File: src/rtl/bpm_ctrl_pkg.sv
// bpm_ctrl_pkg: shared state encoding, widths and default tick limits
// for the BPM measurement sequencer.
package bpm_ctrl_pkg;
    localparam int INT_W = 6;
    localparam int BPM_W = 8;
    localparam int TMO_W = 7;
    localparam int MIN_TICKS_DEF = 8;
    localparam int MAX_TICKS_DEF = 60;
    localparam int TIMEOUT_TICKS_DEF = 75;
    typedef enum logic [2:0] {IDLE, ARM, CHECK, DIV, RELEASE} state_e;
endpackage

File: src/rtl/bpm_avg4.sv
// bpm_avg4: 4-entry moving average of accepted BPM results with one-cycle valid delay.
// Only compiled when BPM_MEASURE_CTRL_AVG_EN is defined.
`ifdef BPM_MEASURE_CTRL_AVG_EN
module bpm_avg4
    import bpm_ctrl_pkg::*;
(
    input  logic             clk,
    input  logic             rst,
    input  logic             clear_i,
    input  logic             load_i,
    input  logic [BPM_W-1:0] bpm_i,
    output logic [BPM_W-1:0] avg_o,
    output logic             valid_o
);
    logic [BPM_W-1:0] win_q [4];
    logic [BPM_W-1:0] avg_q;
    logic [BPM_W+1:0] sum;
    logic             first_q, load_q, valid_q;

    assign sum = {2'b0, win_q[0]} + {2'b0, win_q[1]} + {2'b0, win_q[2]} + {2'b0, win_q[3]};
    assign avg_o = avg_q;
    assign valid_o = valid_q;

    // The first result after a restart fills the whole window so it is not averaged with stale data.
    always_ff @(posedge clk or posedge rst) begin
        if (rst) begin
            win_q   <= '{default: '0};
            avg_q   <= '0;
            first_q <= 1'b1;
            load_q  <= 1'b0;
            valid_q <= 1'b0;
        end else begin
            first_q <= clear_i ? 1'b1 : (load_i ? 1'b0 : first_q);
            load_q  <= load_i;
            valid_q <= load_q;
            if (load_i) begin
                win_q[0] <= bpm_i;
                win_q[1] <= first_q ? bpm_i : win_q[0];
                win_q[2] <= first_q ? bpm_i : win_q[1];
                win_q[3] <= first_q ? bpm_i : win_q[2];
            end
            if (load_q) avg_q <= sum[BPM_W+1:2];
        end
    end
endmodule
`endif

File: src/rtl/bpm_measure_ctrl.sv
// bpm_measure_ctrl: arms the beat-interval counter, range-checks intervals, drives the BPM divider.
// Define BPM_MEASURE_CTRL_AVG_EN to publish a 4-entry moving average instead of the raw result.
module bpm_measure_ctrl
    import bpm_ctrl_pkg::*;
#(
    parameter int MIN_TICKS     = MIN_TICKS_DEF,
    parameter int MAX_TICKS     = MAX_TICKS_DEF,
    parameter int TIMEOUT_TICKS = TIMEOUT_TICKS_DEF
) (
    input  logic             clk,
    input  logic             rst,
    input  logic             start,
    input  logic             stop,
    input  logic             tick_25hz,
    input  logic             ti_valid,
    input  logic [INT_W-1:0] ti_count,
    output logic             ti_en,
    output logic             ti_done,
    output logic             div_req,
    output logic [INT_W-1:0] div_interval,
    input  logic             div_ack,
    input  logic [BPM_W-1:0] div_bpm,
    output logic [BPM_W-1:0] bpm_out,
    output logic             bpm_valid,
    output logic             reject,
    output logic             no_signal,
    output logic             busy
);
    localparam logic [INT_W-1:0] MIN_C = INT_W'(MIN_TICKS);
    localparam logic [INT_W-1:0] MAX_C = INT_W'(MAX_TICKS);
    localparam logic [TMO_W-1:0] TMO_C = TMO_W'(TIMEOUT_TICKS);

    state_e           state_q, state_d;
    logic             discard_q, discard_d, div_req_q, div_req_d, no_signal_q, no_signal_d;
    logic             ti_en_q, ti_done_q, reject_q, reject_d, busy_q, acc;
    logic [TMO_W-1:0] tmo_q, tmo_d, tick_inc;
    logic [INT_W-1:0] div_interval_q, div_interval_d;

    assign tick_inc = (tmo_q == '1) ? tmo_q : tmo_q + 1'b1;

    always_comb begin
        state_d        = state_q;
        discard_d      = discard_q;
        tmo_d          = tmo_q;
        div_req_d      = div_req_q;
        div_interval_d = div_interval_q;
        no_signal_d    = no_signal_q;
        reject_d       = 1'b0;
        acc            = 1'b0;
        case (state_q)
            IDLE: begin
                tmo_d = '0;
                if (start && !stop) begin
                    state_d   = ARM;
                    discard_d = 1'b1;
                end
            end
            ARM: begin
                if (stop) begin
                    state_d = IDLE;
                end else begin
                    if (tick_25hz) begin
                        tmo_d = tick_inc;
                        if (tick_inc == TMO_C) begin
                            no_signal_d = 1'b1;
                            discard_d   = 1'b1;
                        end
                    end
                    if (ti_valid) begin
                        state_d = CHECK;
                        tmo_d   = '0;
                    end
                end
            end
            CHECK: begin
                if (stop) begin
                    state_d = RELEASE;
                end else if (discard_q || ti_count < MIN_C || ti_count > MAX_C) begin
                    reject_d  = 1'b1;
                    discard_d = 1'b0;
                    state_d   = RELEASE;
                end else begin
                    div_interval_d = ti_count;
                    div_req_d      = 1'b1;
                    state_d        = DIV;
                end
            end
            DIV: begin
                if (div_ack) begin
                    div_req_d   = 1'b0;
                    no_signal_d = 1'b0;
                    acc         = 1'b1;
                    state_d     = RELEASE;
                end
            end
            RELEASE: begin
                if (!ti_valid) state_d = (stop || !start) ? IDLE : ARM;
            end
            default: state_d = IDLE;
        endcase
    end

    // Level outputs are decoded from the next state so they line up with the state register.
    always_ff @(posedge clk or posedge rst) begin
        if (rst) begin
            state_q        <= IDLE;
            discard_q      <= 1'b1;
            tmo_q          <= '0;
            div_req_q      <= 1'b0;
            div_interval_q <= '0;
            no_signal_q    <= 1'b0;
            reject_q       <= 1'b0;
            ti_en_q        <= 1'b0;
            ti_done_q      <= 1'b0;
            busy_q         <= 1'b0;
        end else begin
            state_q        <= state_d;
            discard_q      <= discard_d;
            tmo_q          <= tmo_d;
            div_req_q      <= div_req_d;
            div_interval_q <= div_interval_d;
            no_signal_q    <= no_signal_d;
            reject_q       <= reject_d;
            ti_en_q        <= state_d == ARM;
            ti_done_q      <= state_d == RELEASE && state_q != RELEASE;
            busy_q         <= state_d != IDLE;
        end
    end

    assign ti_en        = ti_en_q;
    assign ti_done      = ti_done_q;
    assign div_req      = div_req_q;
    assign div_interval = div_interval_q;
    assign reject       = reject_q;
    assign no_signal    = no_signal_q;
    assign busy         = busy_q;

`ifdef BPM_MEASURE_CTRL_AVG_EN
    bpm_avg4 u_avg (
        .clk    (clk),
        .rst    (rst),
        .clear_i(state_q == IDLE),
        .load_i (acc),
        .bpm_i  (div_bpm),
        .avg_o  (bpm_out),
        .valid_o(bpm_valid)
    );
`else
    logic [BPM_W-1:0] bpm_q;
    logic             bpm_valid_q;

    always_ff @(posedge clk or posedge rst) begin
        if (rst) begin
            bpm_q       <= '0;
            bpm_valid_q <= 1'b0;
        end else begin
            bpm_q       <= acc ? div_bpm : bpm_q;
            bpm_valid_q <= acc;
        end
    end

    assign bpm_out   = bpm_q;
    assign bpm_valid = bpm_valid_q;
`endif
endmodule

File: config.mk
export PLATFORM = sky130hd
export DESIGN_NAME = bpm_measure_ctrl
export DESIGN_NICKNAME = d
export VERILOG_FILES = /design/src/rtl/bpm_ctrl_pkg.sv /design/src/rtl/bpm_avg4.sv /design/src/rtl/bpm_measure_ctrl.sv
export SDC_FILE = /design/constraint.sdc
export NUM_CORES = 1
export LEC_CHECK = 0
export ABC_CLOCK_PERIOD_IN_PS = 2200
export BUFFER_PORTS_ARGS = -buffer_cell sky130_fd_sc_hd__buf_2
export CORE_MARGIN = 10
export CORE_UTILIZATION = 51
export CTS_CLUSTER_DIAMETER = 120
export CTS_CLUSTER_SIZE = 28
export DETAILED_ROUTE_END_ITERATION = 8
export HOLD_SLACK_MARGIN = 0.1
export PLACE_DENSITY = 0.83
export SYNTH_ARGS = -nofsm -noshare
export SYNTH_HDL_FRONTEND = slang
export SYNTH_SLANG_ARGS = --single-unit
File: constraint.sdc
create_clock -name clk -period 2.2 [get_ports clk]
set_input_delay 0.44 -clock clk [delete_from_list [all_inputs] [get_ports clk]]
set_output_delay 0.44 -clock clk [all_outputs]
set_load 0.02 [all_outputs]
==> out/metrics.cfg <==
[global_routing]
grt_max_degree=33
grt_overflow=0
grt_pass1_wl_um=5930
antenna_found_initial=0
grtUsageTotal=0.138
grt_pass1_vias=1298
gr-max-usage-layer=met2
use_met3=0.0851
met1_usage=0.150
use_met2=0.211

[clock_tree]
cts_buffer_depth=2
ctsResizeCount=0
numCtsBuffers=5
insertion_delay_ns=0.32
clkSinkCount=32
cts_tree=built
cts.clk_slew.worst_paths_ns=0.09
htree_levels=2
cts_root_buf=clkbuf_4
postCtsSetupBuffers=0
postCtsHoldBufs=0

[sta]
max_clock_freq_mhz=531
period_needed_ns=1.88
max_slew_margin=0.694
final_hold_viol_count=0
clock_skew_ns=0.00496
rsz0062_at_grt=false
drv_slew=0
setup_violations=0
whs_ns=0.179
worst_slew_pin_slew_ns=0.458
timing.final.crit_share=0.855
setup_tns_ns=0

[placed_design]
portBuffers=41
dp_hpwl_um=2700
placement.cell_area_um2=1740
gp_congestion=0.873

[drt]
dr.pass1.iters=4
postRouteAntennaNets=0
drt_first_iter_violations=161
drc_errors=0
avgViaCountPerCell=5.78
vias=1261
wl_per_cell_um=15.7
wirelength_um=3430

[floorplan]
die_x_um=74.4
initial_utilization=0.542
die-area_um2=5530
rows=19
die_h_um=74.4
core_area_um2=2780
io_pins=42

[critical_path]
critPathMaxFanout=6
r2r-end=no_signal$_DFFE_PP0P_
cp-start-kind=flop
crit_chain=ha_1, and4_1, nand3_2, a31oi_1, a2111oi_2, a32o_2
r2r-start=tmo_q[0]$_DFFE_PP0P_
max_stage_delay_ns=0.44
reg2reg_depth=6
crit_slowest_cell=dfrtp_1
worstSetupPathType=flop to flop
arrival_ns=2.15
r2r_slack_ns=0.32
cp.required_ns=2.47
end_kind=flop

[job]
cap_violations=0

[logic_synthesis]
yosysWarnings=0
synthCells=142
ys_types=37
ys_ff_latch=32
synth_area_um2=1510
yosysTopAreaCellShare=0.515
ys_top_cells_by_area=dfrtp_1, mux2_2, a21oi_1
synth_top_flop_cell=dfrtp_1
synth-seq-area-share=0.532
yosysTopAreaCell=dfrtp_1
synth_edf_count=0
syn_avg_cell_area_um2=10.6
synth.net_count=164
synth-async-reset-ratio=1.00

[power]
seqPwrFrac=0.462
combPwrFrac=0.339
p_sw_frac=0.356
power.switching_uw=645
vdd_drop_max_uv=805
power_density_nw_per_um2=1000
internal_power_mw=1.17
p_clk_frac=0.199
leakage_nw=0.924

[final_layout]
antennaDiodeCount=0
drive_above_1_share=0.380
n_fill_cell=206
layout_common_cells=buf_2, dfrtp_1, mux2_2
stdcell_area_um2=1800
area_delta_synth_final_pct=19.7
layout.nets=209
mostFrequentLayoutCell=buf_2

[min_path]
hold_class=primary input to asynchronous set/reset pin

[status]
outcome=completed

## power by group through the flow
stage	clock network (mW)	logic (mW)	registers, mW
2_1_floorplan	0	0.236	0.996
3_3_place_gp	0	0.605	0.831
3_5_place_dp	0	0.626	0.847
4_1_cts	0.379	0.628	0.836
5_1_grt	0.408	0.671	0.856
6_report	0.361	0.614	0.837
## worst max-delay path: cells and delay by family, from the launching register on
kind,cells,cell delay (ns)
AO/OA/AOI/OAI,3,0.76
flip-flops,1,0.44
adder cells (fa/ha/maj),1,0.29
AND/OR/NAND/NOR,2,0.33
## flip-flops by register name (all words and copies together), names as in the netlist
name and flops:
bpm_out 8, tmo_q 7, div_interval 6, state_q 3, bpm_valid 1, busy 1
discard_q 1, div_req 1, no_signal 1, reject 1, ti_done 1, ti_en 1
## kinds of logic (layout without fill, tap and decap cells)
kind of cell | after synthesis | in the layout | share of synthesized area
AO/OA/AOI/OAI | 35 | 35 | 0.152
adder cells (fa/ha/maj) | 1 | 1 | 0.00830
buffers and inverters | 16 | 61 | 0.0456
flip-flops | 32 | 32 | 0.532
multiplexers | 14 | 14 | 0.105
AND/OR/NAND/NOR | 44 | 44 | 0.158
## per-layer routing
layer	part of all wire	wire [µm]
met5	0	0
met1	0.39	1340
met4	0.015	51
met2	0.48	1650
met3	0.11	392
## worst max-delay path by stage
stage	from	endpoint	slack (ns)	depth (start not counted)
after floorplan	tmo_q[0]$_DFFE_PP0P_	no_signal$_DFFE_PP0P_	0.50	6
after global placement	tmo_q[0]$_DFFE_PP0P_	no_signal$_DFFE_PP0P_	0.43	6
after detailed placement	tmo_q[0]$_DFFE_PP0P_	no_signal$_DFFE_PP0P_	0.34	6
after CTS	tmo_q[0]$_DFFE_PP0P_	no_signal$_DFFE_PP0P_	0.33	6
after global routing	tmo_q[0]$_DFFE_PP0P_	no_signal$_DFFE_PP0P_	0.20	6
final	tmo_q[0]$_DFFE_PP0P_	no_signal$_DFFE_PP0P_	0.32	6
## cells in the mapped netlist, types with 2 or more instances
cell	number
a31oi_1	4
dfrtp_1	31
o211ai_1	2
nand2_1	12
o21ai_0	9
nand4_1	4
inv_1	11
nor2b_1	2
nor3_1	2
o21ai_1	2
nor2_1	9
buf_2	4
and3_1	2
a21oi_1	9
nand4b_1	2
nand3_1	3
mux2_2	14
## area by class of cell
type	count	area, µm²	share of cell area
repair buffers	43	220	0.122
well taps	31	38.8	0.0215
multi-input cells	94	637	0.353
inverters	11	41.3	0.0229
flip-flops and latches	32	802	0.445
clock buffers	7	65.1	0.0361
## per-stage QoR
stage,cells,power (mW),util,setup WS (ns)
global route,218,1.94,0.649,0.197
CTS,218,1.84,0.649,0.329
finish,218,1.81,0.649,0.318
floorplan,142,1.23,-,0.500
detailed placement,211,1.47,0.625,0.339
global placement,211,1.44,0.625,0.425
(Power assumes the default switching activity.)
